[config.mk]
export PLATFORM = sky130hd
export DESIGN_NAME = pov_spi_loader_flat
export DESIGN_NICKNAME = d
export VERILOG_FILES = /design/src/rtl/pov_spi_loader_if.sv /design/src/rtl/pov_spi_loader.sv /design/src/flat_wrapper.sv
export SDC_FILE = /design/constraint.sdc
export NUM_CORES = 1
export LEC_CHECK = 0
export BUFFER_PORTS_ARGS = -buffer_cell sky130_fd_sc_hd__buf_2
export CORE_ASPECT_RATIO = 2
export CORE_MARGIN = 1.5
export CORE_UTILIZATION = 45
export CTS_BUF_LIST = sky130_fd_sc_hd__clkbuf_16
export DETAILED_ROUTE_END_ITERATION = 6
export PLACE_DENSITY_LB_ADDON = 0.08
export RECOVER_POWER = 25
export SLEW_MARGIN = 5
export SYNTH_ARGS = -nofsm -noshare
export SYNTH_HDL_FRONTEND = slang
export SYNTH_SLANG_ARGS = --single-unit
[constraint.sdc]
create_clock -name clk -period 5.8 [get_ports clk]
set_input_delay 0.87 -clock clk [delete_from_list [all_inputs] [get_ports clk]]
set_output_delay 0.87 -clock clk [all_outputs]
set_load 0.005 [all_outputs]
[src/rtl/pov_spi_loader_if.sv]
// Serial link carrying one point-of-view frame into the loader.
// Handshake: there is no valid/ready pair on this link; a transfer is framed by
// csb low, each bit is qualified by a rising sclk edge while csb is low, and a
// transfer is accepted only if exactly one full frame was clocked before csb rises.
interface pov_spi_loader_if;
  logic sclk;
  logic mosi;
  logic csb;

  modport master (output sclk, output mosi, output csb);
  modport slave  (input  sclk, input  mosi, input  csb);
endinterface

[src/rtl/pov_spi_loader.sv]
// Point-of-view vector loader: receives a 6-vector frame over a mode-0 serial
// link into a shift register, parks complete frames in a shadow buffer and
// commits the shadow to the outputs atomically on the frame-boundary strobe.
module pov_spi_loader #(
  parameter int QM = 10,
  parameter int QN = 12
) (
  input  logic                 clk,
  input  logic                 rst_n,
  pov_spi_loader_if.slave      spi,
  input  logic                 load_strobe,
  output logic [QM+QN-1:0]     playerX,
  output logic [QM+QN-1:0]     playerY,
  output logic [QM+QN-1:0]     facingX,
  output logic [QM+QN-1:0]     facingY,
  output logic [QM+QN-1:0]     vplaneX,
  output logic [QM+QN-1:0]     vplaneY,
  output logic                 pending,
  output logic                 committed,
  output logic                 frame_error
);

  localparam int W          = QM + QN;
  localparam int FRAME_BITS = 6 * W;
  localparam int CNT_W      = $clog2(FRAME_BITS + 2);

  localparam logic [CNT_W-1:0] CNT_FULL = CNT_W'(FRAME_BITS);
  localparam logic [CNT_W-1:0] CNT_SAT  = CNT_W'(FRAME_BITS + 1);

  // Default view: player at (1.5, 1.5) facing +Y with a half-width camera plane.
  localparam logic [W-1:0] RST_POS   = W'(3 << (QN - 1));
  localparam logic [W-1:0] RST_ONE   = W'(1 << QN);
  localparam logic [W-1:0] RST_NHALF = W'(-(1 << (QN - 1)));
  localparam logic [W-1:0] RST_ZERO  = '0;
  localparam logic [FRAME_BITS-1:0] RESET_FRAME =
    {RST_POS, RST_POS, RST_ZERO, RST_ONE, RST_NHALF, RST_ZERO};

  logic sclk_s1, sclk_s2, sclk_d;
  logic mosi_s1, mosi_s2;
  logic csb_s1, csb_s2, csb_d;

  logic [CNT_W-1:0]      bit_cnt;
  logic [FRAME_BITS-1:0] shift_q;
  logic [FRAME_BITS-1:0] shadow_q;
  logic [FRAME_BITS-1:0] out_q;

  logic sclk_rise, csb_fall, csb_rise, frame_ok;

  assign sclk_rise = sclk_s2 & ~sclk_d;
  assign csb_fall  = csb_d & ~csb_s2;
  assign csb_rise  = ~csb_d & csb_s2;
  assign frame_ok  = csb_rise && (bit_cnt == CNT_FULL);

  // Two-flop synchronizers plus one delayed copy for edge detection; csb idles high.
  always_ff @(posedge clk or negedge rst_n) begin
    if (!rst_n) begin
      sclk_s1 <= 1'b0;
      sclk_s2 <= 1'b0;
      sclk_d  <= 1'b0;
      mosi_s1 <= 1'b0;
      mosi_s2 <= 1'b0;
      csb_s1  <= 1'b1;
      csb_s2  <= 1'b1;
      csb_d   <= 1'b1;
    end else begin
      sclk_s1 <= spi.sclk;
      sclk_s2 <= sclk_s1;
      sclk_d  <= sclk_s2;
      mosi_s1 <= spi.mosi;
      mosi_s2 <= mosi_s1;
      csb_s1  <= spi.csb;
      csb_s2  <= csb_s1;
      csb_d   <= csb_s2;
    end
  end

  // Bit capture: MSB-first shift while selected, count saturating one past a full frame.
  always_ff @(posedge clk or negedge rst_n) begin
    if (!rst_n) begin
      shift_q <= '0;
      bit_cnt <= '0;
    end else if (csb_fall) begin
      bit_cnt <= '0;
    end else if (!csb_s2 && sclk_rise) begin
      shift_q <= {shift_q[FRAME_BITS-2:0], mosi_s2};
      if (bit_cnt != CNT_SAT) begin
        bit_cnt <= bit_cnt + 1'b1;
      end
    end
  end

  // Shadow/commit: the strobe commits the old shadow; a frame landing on the same
  // edge overwrites the shadow afterwards and keeps pending set.
  always_ff @(posedge clk or negedge rst_n) begin
    if (!rst_n) begin
      shadow_q    <= RESET_FRAME;
      out_q       <= RESET_FRAME;
      pending     <= 1'b0;
      committed   <= 1'b0;
      frame_error <= 1'b0;
    end else begin
      committed   <= 1'b0;
      frame_error <= csb_rise && !frame_ok;
      if (load_strobe && pending) begin
        out_q     <= shadow_q;
        pending   <= 1'b0;
        committed <= 1'b1;
      end
      if (frame_ok) begin
        shadow_q <= shift_q;
        pending  <= 1'b1;
      end
    end
  end

  assign playerX = out_q[FRAME_BITS-1   -: W];
  assign playerY = out_q[FRAME_BITS-1-W -: W];
  assign facingX = out_q[4*W-1 -: W];
  assign facingY = out_q[3*W-1 -: W];
  assign vplaneX = out_q[2*W-1 -: W];
  assign vplaneY = out_q[W-1   -: W];

endmodule

[src/flat_wrapper.sv]
// flat-port wrapper written by rule: the top's interface ports become plain ports
module pov_spi_loader_flat 
#(
  parameter int QM = 10,
  parameter int QN = 12
)
  (clk, rst_n, load_strobe, playerX, playerY, facingX, facingY, vplaneX, vplaneY, pending, committed, frame_error, spi_sclk, spi_mosi, spi_csb);
  pov_spi_loader_if spi_i ();
  input  logic clk;
  input  logic rst_n;
  input  logic load_strobe;
  output logic [QM+QN-1:0] playerX;
  output logic [QM+QN-1:0] playerY;
  output logic [QM+QN-1:0] facingX;
  output logic [QM+QN-1:0] facingY;
  output logic [QM+QN-1:0] vplaneX;
  output logic [QM+QN-1:0] vplaneY;
  output logic pending;
  output logic committed;
  output logic frame_error;
  input wire logic [$bits(spi_i.sclk)-1:0] spi_sclk;
  input wire logic [$bits(spi_i.mosi)-1:0] spi_mosi;
  input wire logic [$bits(spi_i.csb)-1:0] spi_csb;
  assign spi_i.sclk = spi_sclk;
  assign spi_i.mosi = spi_mosi;
  assign spi_i.csb = spi_csb;
  pov_spi_loader #(.QM(QM), .QN(QN)) u_core (.clk(clk), .rst_n(rst_n), .spi(spi_i), .load_strobe(load_strobe), .playerX(playerX), .playerY(playerY), .facingX(facingX), .facingY(facingY), .vplaneX(vplaneX), .vplaneY(vplaneY), .pending(pending), .committed(committed), .frame_error(frame_error));
endmodule
==> results of run 1 <==
==> per-layer routing <==
| layer | track usage [%] | wire [um] | vias to the layer above |
|---|---|---|---|
| li1 | - | - | 3453 |
| met1 | 18.7 | 11000 | 3956 |
| met3 | 3.24 | 1160 | 41 |
| met5 | 0 | 0 | - |
| met2 | 27.8 | 13900 | 127 |
| met4 | 4.91 | 600 | 0 |
==> per-stage QoR <==
stage,area (um2),setup slack [ns],std cells,util (%)
after floorplan,15700,3.64,900,-
after global placement,16800,2.67,1448,49.0
after detailed placement,16800,2.61,1448,49.0
after CTS,18000,2.61,1518,52.4
after global routing,18000,1.41,1518,52.4
final,18000,2.16,1518,52.4
==> kinds of logic after synthesis <==
| group | after synthesis | synth area share (%) |
|---|---|---|
| XOR/XNOR | 6 | 0.335 |
| AND/OR/NAND/NOR | 26 | 1.01 |
| flip-flops | 415 | 66.5 |
| AO/OA/AOI/OAI | 6 | 0.207 |
| buffers and inverters | 47 | 1.60 |
| adder cells (fa/ha/maj) | 3 | 0.239 |
| multiplexers | 397 | 30.1 |
==> area by class of cell <==
type                       count  area [um2]  area share, %
sequential                   415       10400           58.0
multi-input combinational    438        5020           27.9
clock buffer                  41        1030           5.70
timing repair buffer         150         792           4.40
tap                          441         552           3.07
clock inverter                29         156          0.869
inverter                       4        17.5         0.0974
==> Yosys cell counts (2+ instances only) <==
library cell and instances:
sky130_fd_sc_hd__dfrtp_1 380, sky130_fd_sc_hd__mux2_2 327, sky130_fd_sc_hd__mux2_4 69, sky130_fd_sc_hd__dfstp_2 35
sky130_fd_sc_hd__clkbuf_1 15, sky130_fd_sc_hd__buf_2 11, sky130_fd_sc_hd__buf_1 9, sky130_fd_sc_hd__buf_6 8
sky130_fd_sc_hd__nor2_1 8, sky130_fd_sc_hd__nand2_1 4, sky130_fd_sc_hd__ha_1 3, sky130_fd_sc_hd__inv_1 3
sky130_fd_sc_hd__o21ai_0 3, sky130_fd_sc_hd__xnor2_1 3, sky130_fd_sc_hd__xor2_1 3, sky130_fd_sc_hd__a21oi_1 2
==> registers in the layout, summed over array words and instances, names as in the netlist <==
signal	count
u_core.mosi_s2	1
u_core.sclk_s1	1
u_core.bit_cnt	8
u_core.csb_s2	1
u_core.committed	1
u_core.out_q	132
u_core.shift_q	132
u_core.csb_d	1
u_core.csb_s1	1
u_core.sclk_d	1
u_core.sclk_s2	1
u_core.frame_error	1
u_core.pending	1
u_core.shadow_q	132
u_core.mosi_s1	1
==> path summary, 6_finish.rpt <==
check | depth (start not counted) | start | slack, ns | endpoint
worst max-delay path | 2 | rst_n | 2.16 | u_core.out_q[13]$_DFFE_PN0P_
worst min-delay path | 0 | u_core.sclk_s1$_DFF_PN0_ | 0.36 | u_core.sclk_s2$_DFF_PN0_
worst max register to register | 5 | u_core.bit_cnt[4]$_DFFE_PN0P_ | 2.47 | u_core.shadow_q[65]$_DFFE_PN0P_
worst min register to register | 0 | u_core.sclk_s1$_DFF_PN0_ | 0.36 | u_core.sclk_s2$_DFF_PN0_
max in group clk | 5 | u_core.bit_cnt[4]$_DFFE_PN0P_ | 2.47 | u_core.shadow_q[65]$_DFFE_PN0P_
min in group asynchronous | 1 | rst_n | 1.27 | u_core.out_q[115]$_DFFE_PN0P_
==> power by group through the flow <==
stage          registers (uW)  logic, uW  clock network, uW
2_1_floorplan            2980       36.3                  0
3_3_place_gp             2980        110                  0
3_5_place_dp             2980        112                  0
4_1_cts                  2930        113               2480
5_1_grt                  2930        122               2590
6_report                 2930        104               2370
==> results.txt, run 1 <==
* RePlAce Congestion: between 0.7 and 0.8
- Total design power: 5400 uW
- Final routed wire length divided by cell count: 17.6 um
* Power density cells: between 300 and 400 mW/mm2
* First-pass GRT wire length: 45.1 mm
- Predominant post-synthesis flop cell: sky130_fd_sc_hd__dfrtp_1
- For this design, the CTS-stage hold fixing added 0 buffers.
- Unrepaired setup endpoints after global routing: no
* CTS H-tree depth: 2
- Number of failing hold endpoints at the final stage: 0
* Reported net switching power: around 1100 uW
- Part of the Yosys area used for sequential elements: 66.5%
- The share of total power dissipated in combinational logic is between 1.5 and 2%.
- Top delay family on crit path: buffers and inverters
- The path class of the tightest hold or removal check is reg -> reg.
* I/O pins: 141
- Post-synthesis cell area: about 0.016 mm2
- The slowest stage of the critical path is the sky130_fd_sc_hd__clkbuf_2 cell.
- The number of different library cells used by synthesis comes to 33.
* Number of maximum-capacitance constraint violations: 2
- Part of the total power dissipated in sequential elements: 54.2%
- The cell count after synthesis came out at 900.
* Final nets: ~1,100
* Final critical delay including setup and external delays: 3.64 ns
* Number of core rows: 96
* CTS Buffer Depth: 3
- Number of clock buffers inserted by TritonCTS: 38
- Area of the core region: 0.0344 mm2
- For this run, the slowest stage of the critical path takes roughly 2 ns.
* Clock network power share: about 44%
- Setup Buffers After CTS: 0
- Maximum clock skew at final layout: between 0.015 and 0.02 ns
* Seq cells post-synth: between 400 and 500
- Switch share: roughly a fifth
- Critical path data required time: between 6 and 7 ns
- Most frequent cells in the layout: sky130_fd_sc_hd__dfrtp_1 (380), sky130_fd_sc_hd__mux2_2 (327), sky130_fd_sc_hd__buf_2 (138), sky130_fd_sc_hd__mux2_4 (69), sky130_fd_sc_hd__clkbuf_16 (41)
* Worst slew pin tran: roughly 3.0 ns
* Critical Path AT: roughly 4.1 ns
* Status: finished, violations left
* Die area: between 0.03 and 0.04 mm2
- In this run the biggest area consumer among cell types represents between 60% and 70% of the synthesized area.
- Of all nets on the critical path, the largest fanout is between 100 and 150.
* Area contributors post-synth: sky130_fd_sc_hd__dfrtp_1 (61%), sky130_fd_sc_hd__mux2_2 (23%), sky130_fd_sc_hd__mux2_4 (6.6%)
- The number of pins with negative max-slew slack in the final report is roughly 140.
- Number of detailed-route iterations in the first pass: 4
- Setup TNS: 0 ns
- Antenna violations before repair: 0
- Across the VDD grid, the largest voltage drop is between 0.2 and 0.25 mV.
- Global routing finished with a remaining overflow of 0.
- For this configuration, the core starts out at a cell density of approximately 46%.
- Average instance area after synthesis: about 17 um2
- The routed layout has 7,577 vias.
- Sort of element at the end of the critical path: async pin
- Yosys printed 0 warnings.
- Fill cells in the final layout number 2,900.
* Type of the setup path with the least slack: in -> async
- Wirelength, routed: 26.7 mm
- After clock tree synthesis, the clock-pin slew on the worst setup and hold paths is 0.07 ns.
* # port buffers: 140
- Of all cell types, the one taking the most synthesized area is sky130_fd_sc_hd__dfrtp_1.
* Layout area overhead: 14.7%
* Vias/cell: around 5.0
- The library cell used most frequently in the layout, excluding fill and tap cells, is sky130_fd_sc_hd__dfrtp_1.
* Normalized max-slew margin: -102%
* Crit path cell chain: clkbuf_2 > clkbuf_1
- The tree built by TritonCTS fans out to approximately 420 sinks.
* Static power due to leakage: about 0.0096 uW
- Counting every net in the synthesized netlist gives ~900.
- Number of cells upsized or downsized after cts: 0
- Number of enable flip-flop cells after synthesis: 0
- DRC violations left: 0
- TritonCTS built the clock tree.
- Chip Height: approximately 270 um
* Proportion of layout cells with a drive suffix above 1: roughly three fifths
* Top achievable clock speed: 274 MHz
- Violations in the final reports: capacitance limit, slew limit
- The root buffer cell chosen for the clock tree is sky130_fd_sc_hd__clkbuf_16.
* Total global-route track usage: between 10% and 20%
- The internal portion of the total power is about 4300 uW.
- Final period utilization: a little over three fifths
* Combined buffer and inverter count along the critical path: 2
- Count of routing violations after the opening detailed-route iteration: 323
- Across all hold checks on the routed design, the worst slack comes to approximately 0.36 ns.
- Final setup viols: 0
* Count of antenna diodes in the layout: 0
- Clock latency at the later pin of the worst-skew pair: roughly 0.53 ns
* Share of flip-flops with an asynchronous set or reset after synthesis: 100%
* Maximum number of pins on one net before global-route repair: about 120
* Number of global-route vias before repair: 8,556
- The detail route stage leaves a number of antenna-violating nets equal to 0.
* Placed wire-length estimate: roughly 16 mm
- Die outline width: ~140 um
- Crit start category: primary input
(Power assumes the default switching activity.)
==> run 2: changes to the inputs <==
Clock period 5.8 ns to 3.4 ns, I/O delays scaled along.
==> run 2 against run 1 <==
Net effect:
- the flow still finishes with violations (capacitance limit, slew limit)
- sequential cell count stayed put
- sequential power increased by 71%
- routed wire length down 1.1%
- combinational power increased by 80%
- power rose by 78%
- first-iteration DRC count is 24% lower
- highest routed layer unchanged
==> results.txt, run 2 (synthesis results as in run 1) <==
- Area of the core region: 0.0344 mm2 (unchanged)
* Top achievable clock speed: 421 MHz
* Reg2reg start: u_core.bit_cnt[4]$_DFFE_PN0P_
- The share of final-layout standard cells stronger than drive strength 1 is 59.7% (+0.91 points).
- The worst max-slew margin expressed relative to the limit is -56.8% (+45 points).
- Critical Path AT: 2.79 ns (-1.27 ns)
* Wirelength, routed: 26.4 mm (-1.1%)
- The endpoint required time on the critical path was 3.81 ns (-2.41 ns).
- Number of clock buffers inserted by TritonCTS: 38 (unchanged)
* # port buffers: 140 (unchanged)
- Root buf cell: sky130_fd_sc_hd__clkbuf_16
* Worst-case reg-to-reg path depth: 5 (unchanged)
* Power density cells: 528 mW/mm2 (+76%)
* First-pass GRT wire length: 44.8 mm (-0.55%)
- The post-layout net count was 1,060 (+0.38%).
* Static power due to leakage: 0.00974 uW (+1.0%)
- The tightest min-delay check is of the in -> reg type.
- The final routed wire length divided by cell count was 17.4 um (-1.2%).
- Antenna viol nets, final: 0 (unchanged)
- The startpoint identified for the worst hold timing path is spi_csb.
- The standard-cell row count came to 96 (unchanged).
- Vias/cell: 5.06 (+1.3%)
* Crit start category: flop
- The reported max-cap violation count was 1 (-1).
- The sum of negative setup slack was 0 ns (unchanged).
* Status: finished, violations left
* Final Max Tran Viols: 85 (-41%)
* Hold worst-path end: u_core.csb_s1$_DFF_PN1_
- Number of cells traversed by the worst hold path: 1 (+1)
* Number of detailed-route iterations in the first pass: 4 (unchanged)
* Worst hold slack: 0.0795 ns (-0.276 ns)
- Setup Buffers After CTS: 0 (unchanged)
- Vias: 7,686 (+1.4%)
* CTS H-tree depth: 2 (unchanged)
- Type of the setup path with the least slack: reg -> reg
- The maximum fanout along the worst path was 60 (-48%).
- TritonCTS built the clock tree.
- The worst-skew pair later-pin latency is 0.53 ns (about the same).
- Worst vdd ir: 0.458 mV (+92%)
- The hold buffer count at cts came to 0 (unchanged).
- I/O pins: 141 (unchanged)
- Most common cell after layout, fill and taps aside: sky130_fd_sc_hd__dfrtp_1
- Unrepaired setup endpoints after global routing: no
* Count of antenna diodes in the layout: 0 (unchanged)
- Number of failing hold endpoints at the final stage: 0 (unchanged)
- The chip width was 135 um (unchanged).
* Number of cells upsized or downsized after cts: 0 (unchanged)
- Final setup viols: 0 (unchanged)
* Violations in the final reports: capacitance limit, slew limit
* Layout area overhead: 16.2%
- Global route total overflow: 0 (unchanged)
- Registers with the most flip-flops: u_core.out_q (132), u_core.shadow_q (132), u_core.shift_q (132)
- The global placement routability congestion came to 0.697 (-3.0%).
- The number of buffers on the longest clock path is 3 (unchanged).
- Die area: 0.0361 mm2 (unchanged)
- Dividing the final minimum period by the clock period gives 69.9%.
* Reg-to-reg setup timing slack: 1.02 ns (-1.45 ns)
- Count of routing violations after the opening detailed-route iteration: 244 (-24%)
* Clock transition at the register clock pins on the worst setup and hold paths after CTS: 0.07 ns (about the same)
* Starting utilization of the core area: 45.7% (unchanged)
- Number of global-route vias before repair: 8,495 (-0.71%)
- Maximum number of pins on one net before global-route repair: 93 (-20%)
- In the layout the commonest cells are sky130_fd_sc_hd__dfrtp_1 (380), sky130_fd_sc_hd__mux2_2 (327), sky130_fd_sc_hd__buf_2 (139), sky130_fd_sc_hd__mux2_4 (69), sky130_fd_sc_hd__clkbuf_16 (41).
- The worst register-to-register path ends at u_core.shadow_q[62]$_DFFE_PN0P_.
- Placed wire-length estimate: 16.0 mm (-0.10%)
- Sort of element at the end of the critical path: flop
- DRC violations left: 0 (unchanged)
- Chip Height: 267 um (unchanged)
* Clock sinks: 415 (unchanged)
- The global routing usage summed across all routing layers is 15.5% (-0.083 points).
- The number of antenna violations at the first check in global routing was 0 (unchanged).
- The actual transition at the worst max-transition pin came to 2.35 ns (-0.681 ns).
- Final critical delay including setup and external delays: ~2.4 ns
- Maximum clock skew at final layout: 0.00837 ns (-0.00941 ns)
## run 2: metrics by stage
step	std cells	utilization, %	total power [uW]	setup slack (ns)	instance area, um2
after floorplan	900	-	5140	1.30	15700
after global placement	1452	49.3	5280	1.04	16900
after detailed placement	1452	49.3	5290	1.02	16900
after CTS	1520	53.1	9820	1.01	18200
after global routing	1520	53.1	10000	0.868	18200
final	1520	53.1	9630	1.02	18200
## run 2: report_power, final
part	internal (uW)	switching, uW	leakage (uW)
logic	56.7	130	0.00342
clock network	2630	1820	0.000659
registers	4970	23.9	0.00565
## run 2: worst max-delay path by stage
| stage | from | end | slack, ns | depth (start not counted) |
|---|---|---|---|---|
| floorplan | u_core.bit_cnt[6]$_DFFE_PN0P_ | u_core.shadow_q[101]$_DFFE_PN0P_ | 1.30 | 6 |
| global placement | u_core.bit_cnt[6]$_DFFE_PN0P_ | u_core.shadow_q[63]$_DFFE_PN0P_ | 1.04 | 5 |
| detailed placement | u_core.bit_cnt[6]$_DFFE_PN0P_ | u_core.shadow_q[62]$_DFFE_PN0P_ | 1.02 | 5 |
| CTS | u_core.bit_cnt[6]$_DFFE_PN0P_ | u_core.shadow_q[62]$_DFFE_PN0P_ | 1.01 | 5 |
| global route | rst_n | u_core.shadow_q[56]$_DFFE_PN1P_ | 0.87 | 2 |
| finish | u_core.bit_cnt[4]$_DFFE_PN0P_ | u_core.shadow_q[62]$_DFFE_PN0P_ | 1.02 | 5 |
## run 2: layer usage
layer	vias to the layer above	global-route usage [%]	wire length, um
li1	3469	-	-
met3	43	3.37	1240
met4	0	5.58	665
met5	-	0	0
met2	135	27.2	13700
met1	4039	18.6	10800
## run 2: critical path, cell delays in order, from the launching register on
cell and delay, ns:
sky130_fd_sc_hd__dfrtp_1 0.42, sky130_fd_sc_hd__or4b_4 0.55, sky130_fd_sc_hd__nor3b_2 0.29, sky130_fd_sc_hd__nand4b_4 0.15, sky130_fd_sc_hd__buf_4 0.41, sky130_fd_sc_hd__mux2_4 0.40
## run 2: cell type report
| type | count | area (um2) |
|---|---|---|
| clock buffer | 41 | 1030 |
| clock inverter | 27 | 274 |
| fill | 2920 | 16100 |
| inverter | 4 | 17.5 |
| multi-input combinational | 438 | 5020 |
| sequential | 415 | 10400 |
| tap | 441 | 552 |
| timing repair buffer | 154 | 906 |
